### src/rtl/cpu_program_loader_pkg.sv
// Shared definitions for the CPU serial programming loader:
// FSM encoding, default sizing and CPU pin indices.
package cpu_prog_pkg;

   localparam int unsigned MEM_BYTES_DEFAULT = 16;
   localparam int unsigned TIMEOUT_DEFAULT   = 255;

   localparam int unsigned PROG_PIN  = 0;
   localparam int unsigned READY_PIN = 1;
   localparam int unsigned DONE_PIN  = 2;

   typedef enum logic [2:0] {
      ST_IDLE,
      ST_ARM,
      ST_SEND,
      ST_WAIT_DONE,
      ST_FINISH
   } state_e;

endpackage

### src/rtl/cpu_program_loader_if.sv
// CPU-side programming pins: the loader is master, the CPU is slave.
interface cpu_program_loader_if;

   logic       prog_mode;
   logic [7:0] prog_data;
   logic       cpu_ready;
   logic       cpu_done_load;

   modport master (
      output prog_mode,
      output prog_data,
      input  cpu_ready,
      input  cpu_done_load
   );

   modport slave (
      input  prog_mode,
      input  prog_data,
      output cpu_ready,
      output cpu_done_load
   );

endinterface

### src/rtl/cpu_program_loader_program_buffer.sv
// Program image store: register file with async clear, sync write, async read.
module program_buffer #(
   parameter int unsigned MEM_BYTES = 16,
   parameter int unsigned AW        = $clog2(MEM_BYTES)
) (
   input  logic          clk,
   input  logic          rst_n,
   input  logic          wr_en,
   input  logic [AW-1:0] wr_addr,
   input  logic [7:0]    wr_data,
   input  logic [AW-1:0] rd_addr,
   output logic [7:0]    rd_data
);

   logic [7:0] mem_q [MEM_BYTES];

   always_ff @(posedge clk or negedge rst_n) begin
      if (!rst_n) begin
         for (int unsigned i = 0; i < MEM_BYTES; i++) mem_q[i] <= '0;
      end else if (wr_en) begin
         mem_q[wr_addr] <= wr_data;
      end
   end

   assign rd_data = mem_q[rd_addr];

endmodule

### src/rtl/cpu_program_loader.sv
// Host-side transmitter that streams a buffered program image into the
// CPU over its prog_mode / prog_data / ready / done_load handshake.
module cpu_program_loader
   import cpu_prog_pkg::*;
#(
   parameter int unsigned MEM_BYTES      = MEM_BYTES_DEFAULT,
   parameter int unsigned TIMEOUT_CYCLES = TIMEOUT_DEFAULT
) (
   input  logic                        clk,
   input  logic                        rst_n,
   input  logic                        host_wr_en,
   input  logic [3:0]                  host_wr_addr,
   input  logic [7:0]                  host_wr_data,
   input  logic                        start,
   input  logic [4:0]                  start_len,
   cpu_program_loader_if.master        cpu,
   output logic                        busy,
   output logic                        done,
   output logic                        error,
   output logic [4:0]                  bytes_sent
);

   localparam int unsigned TW = $clog2(TIMEOUT_CYCLES + 1);

   state_e      state_q, state_d;
   logic [4:0]  ptr_q, ptr_d;
   logic [4:0]  len_q, len_d;
   logic [TW-1:0] tmo_q, tmo_d, tmo_inc;
   logic [4:0]  sent_q, sent_d;
   logic        mode_q, mode_d;
   logic        busy_q, busy_d;
   logic        done_q, done_d;
   logic        err_q, err_d;
   logic [4:0]  len_clamped;
   logic [7:0]  rd_data;

   program_buffer #(.MEM_BYTES(MEM_BYTES), .AW(4)) u_buf (
      .clk     (clk),
      .rst_n   (rst_n),
      .wr_en   (host_wr_en && (state_q == ST_IDLE)),
      .wr_addr (host_wr_addr),
      .wr_data (host_wr_data),
      .rd_addr (ptr_q[3:0]),
      .rd_data (rd_data)
   );

   assign len_clamped = (start_len > 5'(MEM_BYTES)) ? 5'(MEM_BYTES) : start_len;
   assign tmo_inc     = tmo_q + 1'b1;

   always_comb begin
      state_d = state_q;
      ptr_d   = ptr_q;
      len_d   = len_q;
      tmo_d   = tmo_q;
      sent_d  = sent_q;
      mode_d  = mode_q;
      busy_d  = busy_q;
      done_d  = done_q;
      err_d   = err_q;
      unique case (state_q)
         ST_IDLE: begin
            if (start) begin
               done_d = 1'b0;
               err_d  = 1'b0;
               sent_d = '0;
               ptr_d  = '0;
               tmo_d  = '0;
               len_d  = len_clamped;
               if (len_clamped == '0) done_d = 1'b1;
               else                   state_d = ST_ARM;
            end
         end
         ST_ARM: begin
            mode_d  = 1'b1;
            busy_d  = 1'b1;
            state_d = ST_SEND;
         end
         ST_SEND: begin
            // Acceptance takes priority over both timeout and early done_load.
            if (cpu.cpu_ready) begin
               ptr_d  = ptr_q + 5'd1;
               sent_d = sent_q + 5'd1;
               tmo_d  = '0;
               if (ptr_q == len_q - 5'd1) begin
                  if (cpu.cpu_done_load) begin
                     done_d  = 1'b1;
                     state_d = ST_FINISH;
                  end else begin
                     state_d = ST_WAIT_DONE;
                  end
               end else if (cpu.cpu_done_load) begin
                  err_d   = 1'b1;
                  state_d = ST_FINISH;
               end
            end else if (cpu.cpu_done_load) begin
               err_d   = 1'b1;
               state_d = ST_FINISH;
            end else begin
               tmo_d = tmo_inc;
               if (tmo_inc == TW'(TIMEOUT_CYCLES)) begin
                  err_d   = 1'b1;
                  mode_d  = 1'b0;
                  busy_d  = 1'b0;
                  state_d = ST_IDLE;
               end
            end
         end
         ST_WAIT_DONE: begin
            if (cpu.cpu_done_load) begin
               done_d  = 1'b1;
               state_d = ST_FINISH;
            end else begin
               tmo_d = tmo_inc;
               if (tmo_inc == TW'(TIMEOUT_CYCLES)) begin
                  err_d   = 1'b1;
                  mode_d  = 1'b0;
                  busy_d  = 1'b0;
                  state_d = ST_IDLE;
               end
            end
         end
         ST_FINISH: begin
            mode_d  = 1'b0;
            busy_d  = 1'b0;
            state_d = ST_IDLE;
         end
         default: state_d = ST_IDLE;
      endcase
   end

   always_ff @(posedge clk or negedge rst_n) begin
      if (!rst_n) begin
         state_q <= ST_IDLE;
         ptr_q   <= '0;
         len_q   <= '0;
         tmo_q   <= '0;
         sent_q  <= '0;
         mode_q  <= 1'b0;
         busy_q  <= 1'b0;
         done_q  <= 1'b0;
         err_q   <= 1'b0;
      end else begin
         state_q <= state_d;
         ptr_q   <= ptr_d;
         len_q   <= len_d;
         tmo_q   <= tmo_d;
         sent_q  <= sent_d;
         mode_q  <= mode_d;
         busy_q  <= busy_d;
         done_q  <= done_d;
         err_q   <= err_d;
      end
   end

   assign cpu.prog_mode = mode_q;
   assign cpu.prog_data = (state_q == ST_SEND) ? rd_data : '0;
   assign busy          = busy_q;
   assign done          = done_q;
   assign error         = err_q;
   assign bytes_sent    = sent_q;

endmodule

### src/flat_wrapper.sv
// flat-port wrapper written by rule: the top's interface ports become plain ports
module cpu_program_loader_flat import cpu_prog_pkg::*;
#(
   parameter int unsigned MEM_BYTES      = MEM_BYTES_DEFAULT,
   parameter int unsigned TIMEOUT_CYCLES = TIMEOUT_DEFAULT
)
  (clk, rst_n, host_wr_en, host_wr_addr, host_wr_data, start, start_len, busy, done, error, bytes_sent, cpu_prog_mode, cpu_prog_data, cpu_cpu_ready, cpu_cpu_done_load);
  cpu_program_loader_if cpu_i ();
  input  logic clk;
  input  logic rst_n;
  input  logic host_wr_en;
  input  logic [3:0] host_wr_addr;
  input  logic [7:0] host_wr_data;
  input  logic start;
  input  logic [4:0] start_len;
  output logic busy;
  output logic done;
  output logic error;
  output logic [4:0] bytes_sent;
  output wire logic [$bits(cpu_i.prog_mode)-1:0] cpu_prog_mode;
  output wire logic [$bits(cpu_i.prog_data)-1:0] cpu_prog_data;
  input wire logic [$bits(cpu_i.cpu_ready)-1:0] cpu_cpu_ready;
  input wire logic [$bits(cpu_i.cpu_done_load)-1:0] cpu_cpu_done_load;
  assign cpu_prog_mode = cpu_i.prog_mode;
  assign cpu_prog_data = cpu_i.prog_data;
  assign cpu_i.cpu_ready = cpu_cpu_ready;
  assign cpu_i.cpu_done_load = cpu_cpu_done_load;
  cpu_program_loader #(.MEM_BYTES(MEM_BYTES), .TIMEOUT_CYCLES(TIMEOUT_CYCLES)) u_core (.clk(clk), .rst_n(rst_n), .host_wr_en(host_wr_en), .host_wr_addr(host_wr_addr), .host_wr_data(host_wr_data), .start(start), .start_len(start_len), .cpu(cpu_i), .busy(busy), .done(done), .error(error), .bytes_sent(bytes_sent));
endmodule
### config.mk
export PLATFORM = sky130hd
export DESIGN_NAME = cpu_program_loader_flat
export DESIGN_NICKNAME = d
export VERILOG_FILES = /design/src/rtl/cpu_program_loader_pkg.sv /design/src/rtl/cpu_program_loader_if.sv /design/src/rtl/cpu_program_loader_program_buffer.sv /design/src/rtl/cpu_program_loader.sv /design/src/flat_wrapper.sv
export SDC_FILE = /design/constraint.sdc
export NUM_CORES = 1
export LEC_CHECK = 0
export BUFFER_PORTS_ARGS = -buffer_cell sky130_fd_sc_hd__buf_2
export CAP_MARGIN = 20
export CORE_MARGIN = 2
export CORE_UTILIZATION = 61
export CTS_CLUSTER_DIAMETER = 60
export DETAILED_ROUTE_END_ITERATION = 10
export PLACE_DENSITY = 0.8
export RECOVER_POWER = 50
export SYNTH_ARGS = -nofsm -noshare
export SYNTH_HDL_FRONTEND = slang
export SYNTH_SLANG_ARGS = --single-unit
export TNS_END_PERCENT = 10
### constraint.sdc
create_clock -name clk -period 2.37 [get_ports clk]
set_input_delay 0.1185 -clock clk [delete_from_list [all_inputs] [get_ports clk]]
set_output_delay 0.1185 -clock clk [all_outputs]
set_load 0.05 [all_outputs]
# Word level (Yosys, flattened, before mapping)
# Index checks and enable logic that the tools add are counted.
[totals] in_bits=23 reg_bits=158
[op_classes] addsub=4 n_mux=48 eq_ne=15 bitwise=2 n_reduce_logical=14 n_lt_le_gt_ge=4
[op_table] op="$bwmux W128" n=1
[op_table] op="$mux W8" n=7
[op_table] op="$bmux W8 S4" n=1
[op_table] op="$demux W8 S4" n=1
[op_table] op="$mux W3" n=8
[op_table] op="$pmux W8 S3" n=1
[op_table] op="$mux W5" n=4
[op_table] op="$pmux W5 S2" n=2
[op_table] op="$mux W1" n=18
[op_table] op="$pmux W3 S4" n=1
[op_table] op="$add A5 B1 Y5 const B" n=2
[op_table] op="$ge A5 B5 Y1 const B" n=2
[op_table] op="$ne A2 B2 Y1 const B" n=5
[op_table] op="$not A4 Y5" n=2
[op_table] op="$add A8 B1 Y8 const B" n=1
[op_table] op="$eq A8 B8 Y1 const B" n=1
[op_table] op="$pmux W1 S4" n=2
[op_table] op="$eq A3 B2 Y1 const B" n=2
[op_table] op="$ne A3 B3 Y1 const B" n=2
[op_table] op="$pmux W1 S3" n=2
[op_table] op="$reduce_and A2 Y1" n=3
[op_table] op="$reduce_and A3 Y1" n=2
[op_table] op="$eq A5 B5 Y1" n=1
[op_table] op="$gt A5 B5 Y1 const B" n=1
[op_table] op="14 further kinds" n=15

# Longest topological paths before layout
[logic_depth] ltp_word=6 depth_mapped=7 ltp_nobuf=7

# By module
# A second synthesis with hierarchy kept.
[unflattened] cells_unflattened=548 hier_area_um2=7644.8
[by_module_without_submodules] module="program_buffer" cells_each=365 seq_area_each_um2=3203.1 area_per_inst_um2=5915.7 n_inst=1
[by_module_without_submodules] module="cpu_program_loader" cells_each=183 seq_area_each_um2=725.7 area_per_inst_um2=1729.2 n_inst=1

# Worst setup path after synthesis
# No wires, ideal clock.
[synth_path] kind="register to output" from="reg u_core.ptr_q[0]" to="out cpu_prog_data[1]" setup_slack_ns=0.241 arrival_ns=2.011 t_required_ns=2.251 stages_incl_launch_ff=6 cell_sequence="dfrtp_1 buf_6 buf_2 mux4_2 mux4_2 nor2b_1"
[synth_between] elab_chain_len=5
[synth_rtl] item="start: declaration" line="cpu_program_loader.sv:26" source="logic [4:0] ptr_q, ptr_d;"
[synth_rtl] item="start signal: assignment" line="cpu_program_loader.sv:144" source="ptr_q <= ptr_d;"
[synth_rtl] item="$not A4 Y5 (implied by the code)" line="cpu_program_loader_program_buffer.sv:25" source="assign rd_data = mem_q[rd_addr];"
[synth_rtl] item="$bmux W8 S4" line="cpu_program_loader_program_buffer.sv:25"
[synth_rtl] item="$mux W8 (implied by the code) (2 in series)" line="cpu_program_loader_program_buffer.sv:25"
[synth_rtl] item="$mux W8" line="cpu_program_loader.sv:156" source="assign cpu.prog_data = (state_q == ST_SEND) ? rd_data : '0;"
[synth_rtl] item="end: declaration" line="flat_wrapper.sv:21" source="output wire logic [$bits(cpu_i.prog_data)-1:0] cpu_prog_data;"
# No other way between the ends. The select of a mux whose other input is x is not followed.

# Worst setup path after layout
[layout_path] from="reg u_core.ptr_q[0]" to="out cpu_prog_data[4]"
# Same word-level chain as after synthesis.

==> metrics.md <==
| Metric | Value |
|---|---|
| Die outline area | `13200 sq um` |
| WL final | `16.8 mm` |
| Ys async rst share | `1.00` |
| R2r startpoint | `u_core.state_q[1]$_DFFE_PN0P_` |
| Worst EP required | `2250 ps` |
| Psw | `0.00351 W` |
| HP Class | `input port to flop` |
| Final worst setup slack | `-172 ps` |
| Die W | `115 microns` |
| Gate power share | `0.338` |
| CP arrival | `2420 ps` |
| Violated checks | `negative setup slack` |
| Setup crit start kind | `flop` |
| Syn_area_per_cell | `14.1 sq um` |
| Via density | `6.15` |
| Post-synth top area cell | `dfrtp_1` |
| CTS Sinks | `157` |
| Setup CP Type | `flop to primary output` |
| Number of flops mapped to enable cells by yosys | `0` |
| Number of top-level pins | `40` |
| Yosys cell types | `46` |
| Antenna diode count | `0` |
| Layout cells sized above 1 | `0.458` |
| First-pass GRT wire length | `27.1 mm` |
| Max Fclk | `0.393 GHz` |
| Hold_ws | `128 ps` |
| Status | `finished with violations` |
| Synth top area cells | `dfrtp_1 52%, mux2_2 19%, mux4_2 12%, nand2_1 1.6%, xor2_1 1.5%` |
| Worst relative slew slack | `0.216` |
| Gr ovfl total | `0` |
| Ys flop type | `dfrtp_1` |
| Synthesized net count | `561` |
| Fillers | `768` |
| Initial core utilization | `0.626` |
| RR Endpoint | `u_core.u_buf.mem_q[73]$_DFFE_PN0P_` |
| Worst setup endpoint | `cpu_prog_data[4]` |
| Row count | `40` |
| Hold Vio Cnt, Final | `0` |
| Min-delay src | `start` |
| Average routed wire per standard cell | `22.1 microns` |
| Sequential group share of total power | `0.401` |
| Fin nets | `627` |
| Placed cell area | `8030 sq um` |
| Global placement routability congestion | `0.836` |
| Clock Power Share | `0.261` |
| Vias | `4666` |
| Peak VDD IR | `832 uV` |
| Power Density | `1310 nW/um^2` |
| Post-route clock period utilization | `1.07` |
| Synth warn | `0` |
| Leakage dissipation | `4.00 nW` |
| Clk_skew | `6.00 ps` |
| CTS Buf Count | `17` |
| Sequential area share after synthesis | `0.523` |
| DRC | `0` |
| Root buf cell | `clkbuf_16` |
| Vias in the first global route | `4991` |
| Fin area | `8790 sq um` |
| Worst Tran Pin Value | `1180 ps` |
| Largest net degree at the start of global routing | `58` |
| RSZ-0062 raised after global routing | `true` |
| I/O Buffers | `39` |
| Max cap viols | `0` |
| Internal Power | `0.00797 W` |
| H-tree depth | `4` |
| Crit path from | `u_core.ptr_q[0]$_DFFE_PN0P_` |
| Synth-to-Final Area Change | `17.0%` |
| Routed Antenna Nets | `0` |
| Cell area after synthesis | `7510 sq um` |
| CTS tree | `built` |
| Post-DP HPWL | `10.9 mm` |
| TritonRoute pass-1 iters | `4` |
| Max Slew Vio Count | `0` |
| Clk_lat worst skew | `420 ps` |
| Final Setup Violations | `8` |
| Share of the synthesized area in the top cell type | `0.523` |
| Sw frac | `0.306` |
| Reg2Reg Setup Slack | `270 ps` |
| Die H | `115 microns` |
| Initial antenna violation count | `0` |
| Core Util, Final | `0.732` |
| Core area | `12000 sq um` |
| Clk slew on worst S/H paths | `60 ps` |
| CTS Buffer Depth | `2` |
| Crit end category | `primary output` |
| Syn Inst Count | `533` |
| Period minus WS final | `2540 ps` |
| CP Max Fanout | `13` |
| Initial DRC count | `340` |
| Tot GR Track Use | `0.278` |
| Synth Register Bits | `157` |
| Worst reg2reg path depth | `4` |
registers in the layout (all words and copies together), names as in the netlist:
signal,flops
u_core.tmo_q,8
u_core.busy,1
u_core.state_q,3
u_core.len_q,5
u_core.done,1
u_core.u_buf.mem_q,128
u_core.ptr_q,5
u_core.bytes_sent,5
u_core.error,1
cells in the mapped netlist, types with 4 or more instances:
| cell | instances |
|---|---|
| dfrtp_1 | 157 |
| mux2_2 | 128 |
| mux4_2 | 40 |
| nand2_1 | 33 |
| nor2_1 | 20 |
| clkbuf_1 | 16 |
| nor2b_1 | 14 |
| xor2_1 | 13 |
| buf_2 | 9 |
| a21oi_1 | 8 |
| nand2b_1 | 8 |
| o21ai_0 | 7 |
| nand4_1 | 6 |
| nor2_2 | 6 |
| ha_1 | 5 |
| inv_1 | 5 |
| nand3_1 | 5 |
| nand3b_1 | 5 |
| nor3_1 | 5 |
| xnor2_1 | 5 |
| and3_1 | 4 |
layout by cell type, fill, tap and decap left out, types with 13 or more instances in the layout:
master       n
buf_2       27
buf_4       25
clkbuf_16   17
dfrtp_1    156
mux2_2     128
mux4_2      40
nand2_1     33
nor2_1      20
nor2b_1     14
xor2_1      13
timing repair:
action	in CTS	in global routing
gates resized for setup	16	0
endpoints found under the setup margin	8	8
buffers inserted	2	0
hold endpoints to repair	53	0
hold buffers	7	0
pin swaps	0	0
metal layers:
layer | part of all wire | GRT usage | vias to the layer above
met2 | 0.50 | 0.447 | 120
met3 | 0.055 | 0.0627 | 33
met1 | 0.42 | 0.372 | 2409
met5 | 0 | 0 | -
li1 | - | - | 2104
met4 | 0.024 | 0.115 | 0
area by class of cell:
class	count	area (sq um)	share of cell area
Sequential cell	157	3930	0.447
Multi-Input combinational cell	342	3430	0.390
Timing Repair Buffer	76	574	0.0653
Clock buffer	18	439	0.0500
Clock inverter	14	215	0.0245
Tap cell	147	184	0.0209
Inverter	5	18.8	0.00214
power by group through the flow:
stage | clock (W) | combinational, W | sequential, W
finish | 0.00300 | 0.00387 | 0.00461
global route | 0.00316 | 0.00420 | 0.00475
CTS | 0.00304 | 0.00392 | 0.00460
detailed placement | 0 | 0.00380 | 0.00463
global placement | 0 | 0.00364 | 0.00457
floorplan | 0 | 0.00295 | 0.00449
critical path: stages, from the launching register on:
cell and delay [ps]:
dfrtp_2 450, buf_12 190, mux4_2 510, mux4_2 460, nor2b_1 180, buf_6 200
worst min-delay path by stage:
stage | to | cells after the start
final | u_core.state_q[0]$_DFFE_PN0P_ | 3
after global routing | u_core.state_q[0]$_DFFE_PN0P_ | 3
after CTS | u_core.state_q[0]$_DFFE_PN0P_ | 3
after detailed placement | u_core.u_buf.mem_q[82]$_DFFE_PN0P_ | 1
after global placement | u_core.u_buf.mem_q[82]$_DFFE_PN0P_ | 1
after floorplan | u_core.busy$_DFFE_PN0P_ | 0
per-stage QoR:
stage,setup TNS (ps),power (W),worst slack [ps],cells
detailed placement,0,0.00843,229,718
CTS,-1410,0.0116,-193,759
finish,-1200,0.0115,-172,759
global placement,0,0.00821,263,718
floorplan,0,0.00744,241,533
global route,-1830,0.0121,-267,759
cell families (layout without fill, tap and decap cells):
kind of cell,count (synthesis),count (layout),share of synthesized area
mux,169,169,0.313
buf+inv,34,113,0.0210
simple gates,121,121,0.0889
flops,157,157,0.523
compound gates,29,29,0.0248
fa+ha+maj,5,5,0.00833
xor+xnor,18,18,0.0210
(Power assumes the default switching activity.)
